$ cat config.mk
export PLATFORM = sky130hd
export DESIGN_NAME = if_resp_tracker
export DESIGN_NICKNAME = d
export VERILOG_FILES = /design/src/rtl/if_resp_tracker_pkg.sv /design/src/rtl/if_req_fifo.sv /design/src/rtl/if_resp_tracker.sv
export SDC_FILE = /design/constraint.sdc
export NUM_CORES = 1
export LEC_CHECK = 0
export CAP_MARGIN = 20
export CORE_UTILIZATION = 25
export CTS_CLUSTER_SIZE = 40
export DETAILED_ROUTE_END_ITERATION = 8
export RECOVER_POWER = 50
export SYNTH_ARGS = -nofsm -noshare
export SYNTH_HDL_FRONTEND = slang
export SYNTH_HIERARCHICAL = 1
export SYNTH_SLANG_ARGS = --single-unit
$ cat constraint.sdc
create_clock -name clk -period 2.55 [get_ports clk]
set_input_delay 0.51 -clock clk [delete_from_list [all_inputs] [get_ports clk]]
set_output_delay 0.51 -clock clk [all_outputs]
set_load 0.02 [all_outputs]
$ cat src/rtl/if_resp_tracker_pkg.sv
// Shared fetch definitions: default address/instruction widths and the IB packet layout {err, vaddr, inst}.
package if_resp_tracker_pkg;

  localparam int ADDR_W_DEF = 32;
  localparam int INST_W_DEF = 32;

  typedef struct packed {
    logic                  err;
    logic [ADDR_W_DEF-1:0] vaddr;
    logic [INST_W_DEF-1:0] inst;
  } ib_pkt_t;

  localparam int IB_PKT_W = $bits(ib_pkt_t);

  // Packet width for non-default address/instruction widths.
  function automatic int ib_pkt_w(input int addr_w, input int inst_w);
    return 1 + addr_w + inst_w;
  endfunction

endpackage

$ cat src/rtl/if_req_fifo.sv
// In-order queue of outstanding fetch addresses, each with a kill bit set by kill_all.
// Zero-latency head view; the caller must not push when full or pop when empty.
module if_req_fifo #(
  parameter int DEPTH  = 4,
  parameter int ADDR_W = 32
) (
  input  logic              clk,
  input  logic              reset,
  input  logic              push,
  input  logic [ADDR_W-1:0] push_addr,
  input  logic              pop,
  input  logic              kill_all,
  output logic [ADDR_W-1:0] head_addr,
  output logic              head_kill,
  output logic              full,
  output logic              empty
);

  localparam int PTR_W = $clog2(DEPTH);
  localparam int CNT_W = $clog2(DEPTH + 1);
  localparam logic [CNT_W-1:0] DEPTH_C = CNT_W'(DEPTH);
  localparam logic [PTR_W-1:0] LAST_C  = PTR_W'(DEPTH - 1);

  logic [ADDR_W-1:0] addr_q [DEPTH];
  logic [DEPTH-1:0]  kill_q;
  logic [PTR_W-1:0]  wr_ptr;
  logic [PTR_W-1:0]  rd_ptr;
  logic [CNT_W-1:0]  count_q;
  logic [PTR_W-1:0]  off [DEPTH];
  logic [DEPTH-1:0]  live;

  function automatic logic [PTR_W-1:0] ptr_next(input logic [PTR_W-1:0] p);
    return (p == LAST_C) ? '0 : p + 1'b1;
  endfunction

  assign head_addr = addr_q[rd_ptr];
  assign head_kill = kill_q[rd_ptr];
  assign full      = (count_q == DEPTH_C);
  assign empty     = (count_q == '0);

  // A slot is resident when its distance from the head is below the occupancy.
  always_comb begin
    live = '0;
    for (int i = 0; i < DEPTH; i++) begin
      off[i]  = PTR_W'(i) - rd_ptr;
      live[i] = (CNT_W'(off[i]) < count_q);
    end
  end

  always_ff @(posedge clk or negedge reset) begin
    if (!reset) begin
      for (int i = 0; i < DEPTH; i++) addr_q[i] <= '0;
      kill_q  <= '0;
      wr_ptr  <= '0;
      rd_ptr  <= '0;
      count_q <= '0;
    end else begin
      for (int i = 0; i < DEPTH; i++) begin
        if (kill_all && live[i]) kill_q[i] <= 1'b1;
      end
      if (push) begin
        addr_q[wr_ptr] <= push_addr;
        kill_q[wr_ptr] <= 1'b0;
        wr_ptr         <= ptr_next(wr_ptr);
      end
      if (pop) rd_ptr <= ptr_next(rd_ptr);
      case ({push, pop})
        2'b10:   count_q <= count_q + 1'b1;
        2'b01:   count_q <= count_q - 1'b1;
        default: count_q <= count_q;
      endcase
    end
  end

endmodule

$ cat src/rtl/if_resp_tracker.sv
// Pairs returning instructions with their fetch addresses and discards responses to pre-redirect requests.
// One-cycle response-to-IB latency; responses are held off while the output packet is stalled by ib_ready.
module if_resp_tracker
  import if_resp_tracker_pkg::*;
#(
  parameter int ADDR_W = ADDR_W_DEF,
  parameter int INST_W = INST_W_DEF,
  parameter int DEPTH  = 4
) (
  input  logic              clk,
  input  logic              reset,
  input  logic              flush,
  input  logic [ADDR_W-1:0] vaddr,
  input  logic              vaddr_valid,
  output logic              vaddr_ready,
  input  logic [INST_W-1:0] inst_i,
  input  logic              inst_err,
  input  logic              inst_valid,
  output logic              inst_ready,
  output logic [INST_W-1:0] inst_o,
  output logic [ADDR_W-1:0] vaddr_o,
  output logic              err_o,
  output logic              ib_valid,
  input  logic              ib_ready,
  output logic              idle
);

  localparam int PKT_W = ib_pkt_w(ADDR_W, INST_W);

  logic              push;
  logic              pop;
  logic              load;
  logic [ADDR_W-1:0] head_addr;
  logic              head_kill;
  logic              full;
  logic              empty;
  logic [PKT_W-1:0]  pkt_q;

  if_req_fifo #(
    .DEPTH  (DEPTH),
    .ADDR_W (ADDR_W)
  ) u_req_fifo (
    .clk       (clk),
    .reset     (reset),
    .push      (push),
    .push_addr (vaddr),
    .pop       (pop),
    .kill_all  (flush),
    .head_addr (head_addr),
    .head_kill (head_kill),
    .full      (full),
    .empty     (empty)
  );

  // Killed heads and flush-cycle responses never reach the output, so they bypass the stall.
  assign vaddr_ready = !full && !flush;
  assign inst_ready  = !empty && (head_kill || flush || !ib_valid || ib_ready);
  assign push        = vaddr_valid && vaddr_ready;
  assign pop         = inst_valid && inst_ready;
  assign load        = pop && !head_kill && !flush;

  always_ff @(posedge clk or negedge reset) begin
    if (!reset) begin
      ib_valid <= 1'b0;
      pkt_q    <= '0;
    end else if (flush) begin
      ib_valid <= 1'b0;
    end else if (load) begin
      ib_valid <= 1'b1;
      pkt_q    <= {inst_err, head_addr, inst_i};
    end else if (ib_ready) begin
      ib_valid <= 1'b0;
    end
  end

  assign {err_o, vaddr_o, inst_o} = pkt_q;
  assign idle = empty && !ib_valid;

endmodule

==> impl_results.md, run 1 <==
* CTS Buf Count at 24
* CTS Buffer Depth at 3
* I/O pins at 140
* Routability Congestion at 0.7356
* Final hold vios at 0
* Setup repair bufs after CTS at 0
* Worst reg-to-reg setup slack at 0.23 ns
* CTS clk-pin slew, worst paths at 0.06 ns
* Fin. max-slew vios at 0
* Syn. warnings at 6
* Starting utilization of the core area at 25.54%
* Drc violations at 0
* Critical path arrival at 1.91 ns
* Die ar. at 36300 sq um
* Crit path time final at around 2.4 ns
* Clk sinks at 205
* Slowest stage delay, CP at 0.54 ns
* Mapped cell area at 8886 sq um
* Outcome: complete, no violations
* Die Y at 190.5 microns
* Clock skew at 0.007630 ns
* GR Layer Usage met2 at roughly 17%
* Overall routing resource usage at between 10% and 20%
* Wirelength per Cell at 16.48 microns
* Via density at 4.230
* Slowest cell on crit path: mux4_2
* Most frequent CP cell: buf_4
* Die Wd at 190.5 microns
* Final period util at 95.03%
* Number of global-route vias before repair at 5321
* Grt met1 use at between 10 and 15%
* Synth Net Count at 609
* Input/output buffers at 139
* Final hold slack at around 0.50 ns
* Compound-Gate Fraction of Synth Area at 1.169%
* Area contributors post-synth: dfrtp_1 (58%), mux2_2 (20%), mux4_2 (8.4%)
* Rows at 68
* Netlist cell types at 30
* Largest net degree at the start of global routing at between 50 and 60
* Seq/Total Area, Yosys at between 50 and 60%
* Worst Tran Pin Value at 1.253 ns
* Max-Cap Viols at 0
* Simple-Gate Fraction of Synth Area at 1.535%
* Post-synthesis register bit count at 205
* Hold Path Class: flop to flop
* Largest family of logic cells by synthesized area: multiplexers
* Post-Synth XOR/XNOR Area at 0.2957%
* Average size of a mapped cell at roughly 17 sq um
* Initial antenna violation count at 0
* Leak at 0.005171 uW
* GRT busiest layer: met2
* Core area at 34800 sq um
* Mux contribution to synthesized area at 34.60%
* Antenna Nets Post-Route at 0
* Gr ovfl total at 0
* RSZ-0062 raised after global routing: no
* Cells after Synth at 527
* Layout cells sized above 1 at 42.31%
* Synth Area in Adders at 1.633%
* F_max at 412.7 MHz
* Vias after detailed routing at 4894
* Placement-stage cell area at 10970 sq um
* Root cell of the clock tree: clkbuf_16
* Antenna diodes at 0
* CTS tree: built
* Final #Nets at 770
* Worst EP required at 2.04 ns
* First-pass GRT wire length at between 30000 and 40000 microns
* Wirelength, routed at 19060 microns
* Clk_lat worst skew at 0.51 ns
* Worst vdd ir at roughly 0.6 mV
* Layout area overhead at 32.15%
* Yosys top cell area share at around 58%
* Starting DRC count in detailed routing at about 140
* Crit start category: flop
* Pre-antenna DRT Iters at 4
* Critical-path cell list: mux4_2 > nor2_4 > a31oi_1 > buf_4 > buf_4
* Crit Path Max Fanout at 2
* Slew Limit Headroom at 16.45%
* Htree depth at 1
* GRT met3 Usage at 2.116%
* Kind of critical path: flop to output pin
* Fillers at 3380
* CP Capture Type: output pin
* Power Dens Cells at 1263 nW/um^2
* Final instance area at 11740 sq um
* DPL Wire Length at 12430 microns
* Endpoints failing setup at 0
* Area leader, netlist: dfrtp_1
==> timing repair <==
item | in CTS | in global routing
hold buffers | 1 | 0
endpoints found under the setup margin | 2 | 0
hold endpoints to repair | 41 | 0
gates resized for setup | 10 | 0
==> critical path: cells and delay by family, from the launching register on <==
family                 cells  cell delay (ns)
AND/OR/NAND/NOR            1             0.11
flip-flops                 1             0.37
AO/OA/AOI/OAI              1             0.10
buffers and inverters      2             0.28
multiplexers               1             0.54
==> metal layers <==
metal / wire length, microns / vias to the layer above
met5: 0 / -
met4: 393 / 0
met3: 818 / 27
met2: 8798 / 110
met1: 9051 / 2528
li1: - / 2229
==> synth_stat cells <==
cell and number:
nor2b_1 1, inv_1 9, a31oi_1 1, mux4_2 33, nor2_2 1, buf_4 10
nor2_1 7, a21oi_1 4, xor2_1 2, nand2b_1 2, dfrtp_1 205, clkbuf_1 1
o211a_1 1, xnor2_1 1, o21ai_0 9, and3_1 1, nor3_1 1, buf_12 2
or3_1 1, fa_1 1, buf_6 6, a21o_1 3, mux2_2 155, ha_1 10
mux2_4 39, nand2_1 4, nand2_2 4, buf_2 10, and2_1 2, nand4b_2 1
==> final timing paths <==
kind,start,end,cells past startpoint
setup / recovery,u_req_fifo/rd_ptr[1],inst_ready,5
hold / removal,pkt_q[64],pkt_q[64],1
setup reg to reg,u_req_fifo/rd_ptr[1],u_req_fifo/count_q[2],10
hold reg to reg,pkt_q[64],pkt_q[64],1
max in group asynchronous,reset,pkt_q[16],3
min in group asynchronous,reset,u_req_fifo/addr_q[121],2
==> layout make-up <==
class | count | area, sq um | share of cell area, %
Sequential cell | 205 | 5134 | 43.72
Tap cell | 455 | 569.3 | 4.848
Clock inverter | 6 | 57.56 | 0.4901
Inverter | 9 | 33.78 | 0.2877
Clock buffer | 34 | 719.4 | 6.127
Timing Repair Buffer | 164 | 1723 | 14.67
Multi-Input combinational cell | 284 | 3506 | 29.86
==> sequential cells by signal, indices dropped and copies added, names as in the netlist <==
name,cells
u_req_fifo/addr_q,128
u_req_fifo/wr_ptr,2
u_req_fifo/rd_ptr,2
pkt_q,65
u_req_fifo/kill_q,4
ib_valid,1
u_req_fifo/count_q,3
==> power breakdown <==
group          switching (uW)  total [uW]  internal [uW]
clock network            1310        3360           2040
registers                 806        5660           4850
logic                    2330        5820           3490
==> cells in the final DEF, fill, tap and decap left out, types with 2 or more instances in the layout <==
master,count
clkbuf_16,25
mux4_2,33
clkdlybuf4s50_1,109
nand2b_1,2
mux2_4,39
mux2_2,155
nor2_1,7
nand2_1,6
clkinv_2,4
xor2_1,2
buf_4,8
dfrtp_1,202
and2_0,2
a21oi_1,4
o21ai_0,9
dlygate4sd3_1,27
a21o_1,3
clkbuf_1,4
nand2_2,2
buf_12,13
clkbuf_2,4
inv_1,9
clkbuf_8,6
dlygate4sd2_1,2
ha_1,10
dfrtp_2,3
==> kinds of logic (layout without fill, tap and decap cells) <==
logic type                 count (synthesis)  after routing
buffers and inverters                     38            213
and+or+nand+nor                           25             25
xor gates and xnor gates                   3              3
adders and majority gates                 11             11
AOI/OAI and AO/OA                         18             18
DFF                                      205            205
muxes                                    227            227
==> stage by stage <==
| stage | cells | utilization [%] | worst slack, ns | power, uW | TNS [ns] |
|---|---|---|---|---|---|
| floorplan | 527 | - | 0.02938 | 9638 | 0 |
| global placement | 1116 | 31.54 | -0.01034 | 11580 | -0.01034 |
| detailed placement | 1116 | 31.54 | -0.03480 | 11720 | -0.03480 |
| CTS | 1157 | 33.83 | 0.08091 | 15210 | 0 |
| global route | 1157 | 33.74 | 0.02637 | 15790 | 0 |
| finish | 1157 | 33.74 | 0.1268 | 14830 | 0 |
Note: power is estimated with default switching activity, not from simulation.
==> inputs of run 2 (changes only) <==
- REMOVE_ABC_BUFFERS: unset -> 1
==> impl_results.md, run 2 (synthesis results as in run 1) <==
* Cell type group with the largest total delay on the critical path: multiplexers
* Clock network power share at 23.0%
* Power Dens Cells at 1267 nW/um^2
* CTS Buf Count at 25
* Number of global-route vias before repair at ~5400
* F_max at 406.2 MHz
* Worst vdd ir at roughly 0.67 mV
* Drc violations at 0
* Critical-path cell list: mux4_2 > nor2_2 > a31oi_1 > clkdlybuf4s15_1
* Biggest regs: u_req_fifo/addr_q (128), pkt_q (65), u_req_fifo/kill_q (4)
* CTS clk-pin slew, worst paths at about 0.05 ns
* Die Y at 190.5 microns
* CTS tree: built
* Max reg flops at 128
* Htree depth at 1
* Clk sinks at 205
* Hold Path Class: flop to flop
* Antenna diodes at 0
* Crit path time final at between 2 and 2.5 ns
* Switching power at 4493 uW
* Post-route setup slack at 0.08807 ns
* Endpoints failing setup at 0
* Placement-stage cell area at 11010 sq um
* Kind of critical path: flop to output pin
* I/O pins at 140
* Fin. max-slew vios at between 50 and 60
* CP Capture Type: output pin
* Layout cells sized above 1 at about two fifths
* Outcome: complete, but fails checks
* Via density at 4.232
* Core area at approximately 35000 sq um
* Gr ovfl total at 0
* Sw Ratio at 30.11%
* RSZ-0062 raised after global routing: no
* Crit start category: flop
* Starting DRC count in detailed routing at 146
* Largest net degree at the start of global routing at 55
* Wirelength, routed at 18990 microns
* Worst EP required at 2.04 ns
* Die Wd at roughly 190 microns
* Most frequent cells in the layout: dfrtp_1 (203), mux2_2 (155), clkdlybuf4s50_1 (118), mux2_4 (37), mux4_2 (33)
* P_int at around 10000 uW
* Input/output buffers at 139
* Biggest register: u_req_fifo/addr_q
* Clk_lat worst skew at 0.52 ns
* DPL Wire Length at between 10000 and 15000 microns
* Sequential Area at around 5100 sq um
* Fillers at roughly 3400
* First-pass GRT wire length at slightly above 30000 microns
* Starting utilization of the core area at 25.54%
* Initial antenna violation count at 0
* Pre-antenna DRT Iters at 4
* Pwr Total at between 10000 and 15000 uW
* Root cell of the clock tree: clkbuf_16
* Worst Tran Pin Value at 1.536 ns
* Leak at around 0.0051 uW
* Final core occ at about a third
* Setup repair bufs after CTS at 0
* Sequential Power Share at about 38%
* Slew Limit Headroom at -2.380%
* Max-Cap Viols at 1
* Final hold vios at 0
* Final instance area at 11780 sq um
* Area of the multi-input gates at 3478 sq um
* Final hold slack at 0.4946 ns
* Clock skew at 0.01486 ns
* Slowest cell on crit path: mux4_2
* Vias after detailed routing at between 4000 and 5000
* Post-placement setup slack at -0.02914 ns
* Routability Congestion at 0.7077
* Combinational Power Share at 39.3%
* Layout area overhead at 32.54%
* Failing checks: capacitance limit, slew limit
* Final #Nets at 775
* Wirelength per Cell at roughly 16 microns
* Antenna Nets Post-Route at 0
* Crit Path Max Fanout at 3
* Overall routing resource usage at 10.62%
* CTS Buffer Depth at 3
* Final period util at approximately 97%
* Slowest stage delay, CP at approximately 0.52 ns
* Rows at just under 70
* Buf/Inv on CP at 1
* Critical path arrival at 1.95 ns
* Die ar. at 36300 sq um
* Most frequent standard cell in the layout excluding fill and tap cells: dfrtp_1
-- run 2: cell count changes in the layout (fill, tap and decap cells not counted), sizes merged --
cell	before	now
clkinvlp	1	2
clkbuf	39	42
inv	9	11
clkdlybuf4s15	0	1
dlygate4sd3	27	18
clkinv	4	3
clkdlybuf4s50	109	118
buf	21	24
-- run 2: layout make-up --
type / instances / area share [%]
Sequential cell: 205 / 43.58
Inverter: 9 / 0.2868
Timing Repair Buffer: 168 / 14.90
Clock inverter: 8 / 0.6587
Tap cell: 455 / 4.834
Multi-Input combinational cell: 284 / 29.53
Clock buffer: 37 / 6.204
-- run 2: repair_timing --
| item | 4_1_cts | 5_1_grt |
|---|---|---|
| setup endpoints to repair | 2 | 1 |
| hold endpoints to repair | 27 | 0 |
| hold buffers | 1 | 0 |
| gates resized for setup | 5 | 1 |
-- run 2: routing by layer --
metal | part of all wire, % | vias to the layer above | track usage (%)
met5 | 0 | - | 0
met4 | 2.3 | 0 | 2.615
met3 | 5.3 | 30 | 2.264
met2 | 43 | 138 | 16.04
met1 | 50 | 2514 | 15.36
li1 | - | 2253 | -
-- run 2: per-stage QoR --
step,std cells,setup TNS (ns)
after floorplan,498,-134.80
after global routing,1166,0
after CTS,1166,0
after detailed placement,1120,-0.02914
final,1166,0
after global placement,1120,0
-- run 2: final timing paths --
| check | from | end | slack [ns] | cells past startpoint |
|---|---|---|---|---|
| hold / removal | pkt_q[19] | pkt_q[19] | 0.49 | 1 |
| setup reg to reg | u_req_fifo/rd_ptr[1] | u_req_fifo/count_q[2] | 0.25 | 10 |
| setup / recovery | u_req_fifo/kill_q[1] | inst_ready | 0.09 | 4 |
| hold reg to reg | pkt_q[19] | pkt_q[19] | 0.49 | 1 |
| min in group asynchronous | reset | pkt_q[25] | 0.90 | 2 |
| max in group asynchronous | reset | pkt_q[64] | 0.41 | 3 |
-- run 2: power by group through the flow --
stage / sequential [uW] / clock, uW / combinational, uW
2_1_floorplan: 6270 / 0 / 3220
3_3_place_gp: 5630 / 0 / 5980
3_5_place_dp: 5680 / 0 / 6060
4_1_cts: 5640 / 3570 / 6080
5_1_grt: 5840 / 3720 / 6350
6_report: 5630 / 3430 / 5860
-- run 2: worst reg2reg max path, cell delays in order, from the launching register on --
cell	delay [ns]
dfrtp_2	0.40
mux4_2	0.38
nor2_2	0.05
a31oi_1	0.22
and2_0	0.19
ha_1	0.17
inv_1	0.06
fa_1	0.37
xor2_1	0.15
nor2_1	0.11
xor2_1	0.15
